==> config.mk <==
export PLATFORM = sky130hd
export DESIGN_NAME = hazard_ctrl_flat
export DESIGN_NICKNAME = d
export VERILOG_FILES = /design/src/rtl/hazard_ctrl_if.sv /design/src/rtl/hazard_ctrl.sv /design/src/flat_wrapper.sv
export SDC_FILE = /design/constraint.sdc
export NUM_CORES = 1
export LEC_CHECK = 0
export ABC_CLOCK_PERIOD_IN_PS = 3750
export CAP_MARGIN = 40
export CORE_MARGIN = 4
export CORE_UTILIZATION = 55
export DETAILED_ROUTE_END_ITERATION = 12
export PLACE_DENSITY_LB_ADDON = 0.12
export SYNTH_ARGS = -nofsm -noshare
export SYNTH_HDL_FRONTEND = slang
export SYNTH_SLANG_ARGS = --single-unit
==> constraint.sdc <==
create_clock -name clk -period 3.75 [get_ports clk]
set_clock_uncertainty 0.2 [all_clocks]
set_input_delay 0.75 -clock clk [delete_from_list [all_inputs] [get_ports clk]]
set_output_delay 0.75 -clock clk [all_outputs]
set_load 0.005 [all_outputs]
==> src/rtl/hazard_ctrl_if.sv <==
// Decode-side handshake between the pipeline and the hazard controller:
// decode operands in, bypass selects, stall/flush and event counters out.
interface hazard_ctrl_if #(
  parameter int ADDR_SIZE = 5,
  parameter int CNT_W     = 16
);
  logic                 D_valid;
  logic [ADDR_SIZE-1:0] D_ra;
  logic [ADDR_SIZE-1:0] D_rb;
  logic                 D_use_ra;
  logic                 D_use_rb;
  logic [ADDR_SIZE-1:0] D_rd;
  logic                 D_we;
  logic                 D_ld;
  logic                 brn_taken;
  logic                 ext_stall;
  logic [1:0]           EX_D_bp;
  logic [1:0]           MEM_D_bp;
  logic [1:0]           WB_D_bp;
  logic                 D_stall;
  logic                 D_flush;
  logic [CNT_W-1:0]     stall_cnt;
  logic [CNT_W-1:0]     flush_cnt;

  modport master (
    output D_valid, D_ra, D_rb, D_use_ra, D_use_rb, D_rd, D_we, D_ld,
    output brn_taken, ext_stall,
    input  EX_D_bp, MEM_D_bp, WB_D_bp, D_stall, D_flush, stall_cnt, flush_cnt
  );

  modport slave (
    input  D_valid, D_ra, D_rb, D_use_ra, D_use_rb, D_rd, D_we, D_ld,
    input  brn_taken, ext_stall,
    output EX_D_bp, MEM_D_bp, WB_D_bp, D_stall, D_flush, stall_cnt, flush_cnt
  );
endinterface

==> src/rtl/hazard_ctrl.sv <==
// Pipeline hazard controller: shadows EX/MEM/WB destinations to select bypass
// sources, detects load-use stalls, handles branch flushes and counts events.
module hazard_ctrl #(
  parameter int ADDR_SIZE = 5,
  parameter int CNT_W     = 16
) (
  input logic          clk,
  input logic          rst,
  hazard_ctrl_if.slave bus
);
  typedef struct packed {
    logic                 valid;
    logic [ADDR_SIZE-1:0] rd;
    logic                 we;
    logic                 ld;
  } slot_t;

  slot_t            ex_r, mem_r, wb_r, dec_s;
  logic [CNT_W-1:0] stall_cnt_r, flush_cnt_r;
  logic             ex_a_s, ex_b_s, mem_a_s, mem_b_s, wb_a_s, wb_b_s;
  logic             lu_s;

  // Register x0 is hardwired, so a write to it never produces a value to forward.
  function automatic logic writing(input slot_t s);
    return s.valid && s.we && (s.rd != {ADDR_SIZE{1'b0}});
  endfunction

  function automatic logic hits(input slot_t s, input logic [ADDR_SIZE-1:0] r);
    return writing(s) && (s.rd == r);
  endfunction

  // Source matches against each shadow slot, load-use detection and next EX entry.
  always_comb begin
    ex_a_s  = 1'b0;
    ex_b_s  = 1'b0;
    mem_a_s = 1'b0;
    mem_b_s = 1'b0;
    wb_a_s  = 1'b0;
    wb_b_s  = 1'b0;
    lu_s    = 1'b0;
    dec_s   = '0;
    if (bus.D_valid) begin
      ex_a_s  = bus.D_use_ra && hits(ex_r,  bus.D_ra);
      ex_b_s  = bus.D_use_rb && hits(ex_r,  bus.D_rb);
      mem_a_s = bus.D_use_ra && hits(mem_r, bus.D_ra);
      mem_b_s = bus.D_use_rb && hits(mem_r, bus.D_rb);
      wb_a_s  = bus.D_use_ra && hits(wb_r,  bus.D_ra);
      wb_b_s  = bus.D_use_rb && hits(wb_r,  bus.D_rb);
    end else begin
      ex_a_s  = 1'b0;
    end
    lu_s = ex_r.ld && (ex_a_s || ex_b_s);
    if (lu_s || bus.brn_taken) begin
      dec_s = '0;
    end else begin
      dec_s = '{valid: bus.D_valid, rd: bus.D_rd, we: bus.D_we, ld: bus.D_ld};
    end
  end

  // An EX load match blocks MEM/WB for that source even though EX cannot forward it.
  assign bus.EX_D_bp  = {ex_a_s && !ex_r.ld, ex_b_s && !ex_r.ld};
  assign bus.MEM_D_bp = {mem_a_s && !ex_a_s, mem_b_s && !ex_b_s};
  assign bus.WB_D_bp  = {wb_a_s && !ex_a_s && !mem_a_s, wb_b_s && !ex_b_s && !mem_b_s};
  assign bus.D_stall  = lu_s || bus.ext_stall;
  assign bus.D_flush  = bus.brn_taken && !bus.ext_stall;
  assign bus.stall_cnt = stall_cnt_r;
  assign bus.flush_cnt = flush_cnt_r;

  // Slot advance and saturating event counters; everything freezes under ext_stall.
  always_ff @(posedge clk) begin
    if (rst) begin
      ex_r        <= '0;
      mem_r       <= '0;
      wb_r        <= '0;
      stall_cnt_r <= '0;
      flush_cnt_r <= '0;
    end else if (!bus.ext_stall) begin
      wb_r  <= mem_r;
      mem_r <= ex_r;
      ex_r  <= dec_s;
      if (lu_s && !bus.brn_taken && (stall_cnt_r != {CNT_W{1'b1}})) begin
        stall_cnt_r <= stall_cnt_r + {{(CNT_W-1){1'b0}}, 1'b1};
      end else begin
        stall_cnt_r <= stall_cnt_r;
      end
      if (bus.brn_taken && (flush_cnt_r != {CNT_W{1'b1}})) begin
        flush_cnt_r <= flush_cnt_r + {{(CNT_W-1){1'b0}}, 1'b1};
      end else begin
        flush_cnt_r <= flush_cnt_r;
      end
    end else begin
      ex_r        <= ex_r;
      mem_r       <= mem_r;
      wb_r        <= wb_r;
      stall_cnt_r <= stall_cnt_r;
      flush_cnt_r <= flush_cnt_r;
    end
  end
endmodule

==> src/flat_wrapper.sv <==
// flat-port wrapper written by rule: the top's interface ports become plain ports
module hazard_ctrl_flat 
#(
  parameter int ADDR_SIZE = 5,
  parameter int CNT_W     = 16
)
  (clk, rst, bus_D_valid, bus_D_ra, bus_D_rb, bus_D_use_ra, bus_D_use_rb, bus_D_rd, bus_D_we, bus_D_ld, bus_brn_taken, bus_ext_stall, bus_EX_D_bp, bus_MEM_D_bp, bus_WB_D_bp, bus_D_stall, bus_D_flush, bus_stall_cnt, bus_flush_cnt);
  hazard_ctrl_if #(.ADDR_SIZE(ADDR_SIZE), .CNT_W(CNT_W)) bus_i ();
  input logic clk;
  input logic rst;
  input wire logic [$bits(bus_i.D_valid)-1:0] bus_D_valid;
  input wire logic [$bits(bus_i.D_ra)-1:0] bus_D_ra;
  input wire logic [$bits(bus_i.D_rb)-1:0] bus_D_rb;
  input wire logic [$bits(bus_i.D_use_ra)-1:0] bus_D_use_ra;
  input wire logic [$bits(bus_i.D_use_rb)-1:0] bus_D_use_rb;
  input wire logic [$bits(bus_i.D_rd)-1:0] bus_D_rd;
  input wire logic [$bits(bus_i.D_we)-1:0] bus_D_we;
  input wire logic [$bits(bus_i.D_ld)-1:0] bus_D_ld;
  input wire logic [$bits(bus_i.brn_taken)-1:0] bus_brn_taken;
  input wire logic [$bits(bus_i.ext_stall)-1:0] bus_ext_stall;
  output wire logic [$bits(bus_i.EX_D_bp)-1:0] bus_EX_D_bp;
  output wire logic [$bits(bus_i.MEM_D_bp)-1:0] bus_MEM_D_bp;
  output wire logic [$bits(bus_i.WB_D_bp)-1:0] bus_WB_D_bp;
  output wire logic [$bits(bus_i.D_stall)-1:0] bus_D_stall;
  output wire logic [$bits(bus_i.D_flush)-1:0] bus_D_flush;
  output wire logic [$bits(bus_i.stall_cnt)-1:0] bus_stall_cnt;
  output wire logic [$bits(bus_i.flush_cnt)-1:0] bus_flush_cnt;
  assign bus_i.D_valid = bus_D_valid;
  assign bus_i.D_ra = bus_D_ra;
  assign bus_i.D_rb = bus_D_rb;
  assign bus_i.D_use_ra = bus_D_use_ra;
  assign bus_i.D_use_rb = bus_D_use_rb;
  assign bus_i.D_rd = bus_D_rd;
  assign bus_i.D_we = bus_D_we;
  assign bus_i.D_ld = bus_D_ld;
  assign bus_i.brn_taken = bus_brn_taken;
  assign bus_i.ext_stall = bus_ext_stall;
  assign bus_EX_D_bp = bus_i.EX_D_bp;
  assign bus_MEM_D_bp = bus_i.MEM_D_bp;
  assign bus_WB_D_bp = bus_i.WB_D_bp;
  assign bus_D_stall = bus_i.D_stall;
  assign bus_D_flush = bus_i.D_flush;
  assign bus_stall_cnt = bus_i.stall_cnt;
  assign bus_flush_cnt = bus_i.flush_cnt;
  hazard_ctrl #(.ADDR_SIZE(ADDR_SIZE), .CNT_W(CNT_W)) u_core (.clk(clk), .rst(rst), .bus(bus_i));
endmodule
==> results.yml <==
status:
  outcome: "finished clean"
sta:
  worstMarginPinSlew_ns: 0.587
  fin_setup_tns_ns: 0
  relSlewSlack: 0.605
  finalSetupViolCount: 0
  finalHoldViolCount: 0
  whs_ns: 0.319
  grt_setup_unrepaired: "no"
  timing.fmax_mhz: 282
  finalMaxSlewViolations: 0
  fin_crit_sh: 0.945
  fin_crit_ns: 3.54
cts:
  numCtsBuffers: 5
  cts_root_buffer: "clkbuf_8"
  clock-sinks: 54
  cts_tree: "done"
  clk_latency_ns: 0.31
  cts_max_level: 2
  clock_path_buffers: 2
  clkSlewWorstSetupHoldPaths_ns: 0.10
  post_cts_buffers: 0
hold_path:
  hold_class: "reg2reg"
worst_setup_path:
  crit_family: "buffers and inverters"
  cp.arrival_ns: 2.59
  cp-end-kind: "output pin"
  worst-path-buf-inv: 2
  crit_path_cell_trace: "clkdlybuf4s50_1, xnor2_1, nand4_1, o22ai_2, a21o_1, clkdlybuf4s50_1"
  cp_data_required_time_ns: 2.80
  max_stage_delay_ns: 0.49
  critPathKind: "in2out"
  slowest_stage: "clkdlybuf4s50_1"
  crit_fanout: 3
  cp-start-kind: "input pin"
  crit_top_cell: "clkdlybuf4s50_1"
layout:
  seqCellArea_sq_um: 1080
  layout.nets: 422
  syn_to_final_growth_pct: 26.5
  multi_input_area_sq_um: 1860
  fillers: 408
  num_antenna_cells: 0
  drive_gt1_frac: 0.0907
power:
  p_sw_uw: 268
  clockPowerShare: 0.366
  p_int_uw: 842
  power.density_nw_per_um2: 289
  pwr-share-seq: 0.534
  p_leak_uw: 0.00134
  combPwrFrac: 0.100
  swShare: 0.242
  ir_drop_mv: 0.196
die:
  dieArea_sq_um: 6780
  rows: 26
  fp.coreArea_sq_um: 5240
  die_w_um: 82.3
  die_h_um: 82.3
  initial_core_util: 0.580
  io_pins: 64
synthesis:
  synth.most_common_cell: "dfxtp_1"
  synthTopCellsByCount: "54 x dfxtp_1, 39 x nor2_1, 22 x xnor2_1"
  synth-edff-count: 0
  netlist_instances: 336
  syn-mean-instance-area_sq_um: 9.05
  synth_seq_area_share: 0.356
  ys_warn_count: 0
  synth_cell_type_count: 52
  synth_ff_type: "dfxtp_1"
  netlist_area_sq_um: 3040
  syn-num-nets: 362
  synthArstFlopShare: 0
  yosysTopAreaCell: "dfxtp_1"
  yosys_register_bits: 54
  yosysTopAreaCellShare: 0.356
  synth_top_cells_by_area: "dfxtp_1 36%, xnor2_1 6.3%, mux2i_1 5.3%, nor2_1 4.8%, xor2_1 4.6%"
grt:
  antenna_found_initial: 0
  grt_pass1_vias: 2657
  grt-ovfl-total: 0
  grt_pass1_wl_mm: 12.6
  track_usage: 0.236
  grt_max_degree: 40
place:
  gp_congestion: 0.836
  post-dp-hpwl_mm: 5.44
  io_buffers: 63
flow_run:
  cap_violations: 0
drt:
  remaining_drc_errors: 0
  initialDrtViolationCount: 184
  num_vias: 2777
  wl_per_cell_um: 16.1
  drt-total-wl_mm: 7.52
  drtAntennaViolNets: 0
  firstDrtPassIters: 4
  via_per_inst: 5.95
-- power by group through the flow --
stage / logic (uW) / registers [uW] / clock network [uW]
floorplan: 62.2 / 600 / 0
global placement: 105 / 605 / 0
detailed placement: 110 / 605 / 0
CTS: 111 / 592 / 414
global route: 120 / 594 / 436
finish: 111 / 593 / 407
-- path summary, 6_finish.rpt --
kind | depth (start not counted) | slack (ns) | start | end
max | 6 | 0.21 | bus_D_rb[3] | bus_D_stall
min | 2 | 0.32 | u_core.bus.stall_cnt[13]$_SDFFE_PP0P_ | u_core.bus.stall_cnt[13]$_SDFFE_PP0P_
max reg2reg | 5 | 1.24 | u_core.ex_r[6]$_SDFFE_PP0N_ | u_core.bus.stall_cnt[12]$_SDFFE_PP0P_
min reg2reg | 2 | 0.32 | u_core.bus.stall_cnt[13]$_SDFFE_PP0P_ | u_core.bus.stall_cnt[13]$_SDFFE_PP0P_
-- metrics by stage --
| step | cell area (sq um) | utilization | total power (uW) | worst slack, ns | instances |
|---|---|---|---|---|---|
| after global routing | 3840 | 0.734 | 1150 | 0.0558 | 467 |
| after floorplan | 3040 | - | 663 | 1.22 | 336 |
| after global placement | 3700 | 0.707 | 711 | 0.265 | 458 |
| final | 3840 | 0.734 | 1110 | 0.206 | 467 |
| after detailed placement | 3720 | 0.710 | 715 | 0.153 | 459 |
| after CTS | 3840 | 0.733 | 1120 | 0.142 | 467 |
-- layout by cell type, fill, tap and decap left out, drive strengths merged, types with 2 or more instances in the layout --
cell	count
clkdlybuf4s50	62
dfxtp	54
nor2	41
xnor2	23
a21oi	18
nand4	17
nand3	16
xor2	16
mux2i	16
nand2	13
nor4	12
or3	10
nor2b	9
or4	9
o21ai	9
a22o	8
inv	8
o31ai	6
buf	6
clkbuf	5
mux2	5
and4	4
nor3	4
and3	3
o41ai	3
o311a	2
a211oi	2
ha	2
o211ai	2
-- layer usage --
layer / GRT usage / up-vias / wire, um
met1: 0.316 / 1311 / 3410
met3: 0.0369 / 13 / 460
li1: - / 1354 / -
met4: 0.0664 / 0 / 121
met5: 0 / - / 0
met2: 0.392 / 99 / 3530
-- flip-flops by register name, indices dropped and copies added, names as in the netlist --
name / cells
u_core.wb_r: 7
u_core.bus.stall_cnt: 16
u_core.mem_r: 7
u_core.ex_r: 8
u_core.bus.flush_cnt: 16
-- worst min-delay path, delay by kind of cell (launching register included) --
kind           cells  cell delay (ns)
AO/OA/AOI/OAI      2             0.13
flip-flops         1             0.35
-- area by class of cell --
cell class,count,share of cell area
Sequential cell,54,0.281
Tap cell,70,0.0228
Multi-Input combinational cell,260,0.483
Clock inverter,3,0.0127
Clock buffer,5,0.0179
Inverter,7,0.00683
Timing Repair Buffer,68,0.176
-- cells by family (layout without fill, tap and decap cells) --
| logic type | after synthesis | count (layout) | share of synthesized area |
|---|---|---|---|
| flip-flops | 54 | 54 | 0.356 |
| XOR/XNOR | 39 | 39 | 0.115 |
| buffers and inverters | 22 | 83 | 0.0354 |
| adder cells (fa/ha/maj) | 2 | 2 | 0.00823 |
| AND/OR/NAND/NOR | 143 | 143 | 0.274 |
| multiplexers | 21 | 21 | 0.0749 |
| AO/OA/AOI/OAI | 55 | 55 | 0.137 |
-- timing repair --
action                                  in CTS  in global routing
gates resized for setup                      0                  1
hold buffers                                 0                  0
endpoints found under the setup margin       0                  3
(Power assumes the default switching activity.)
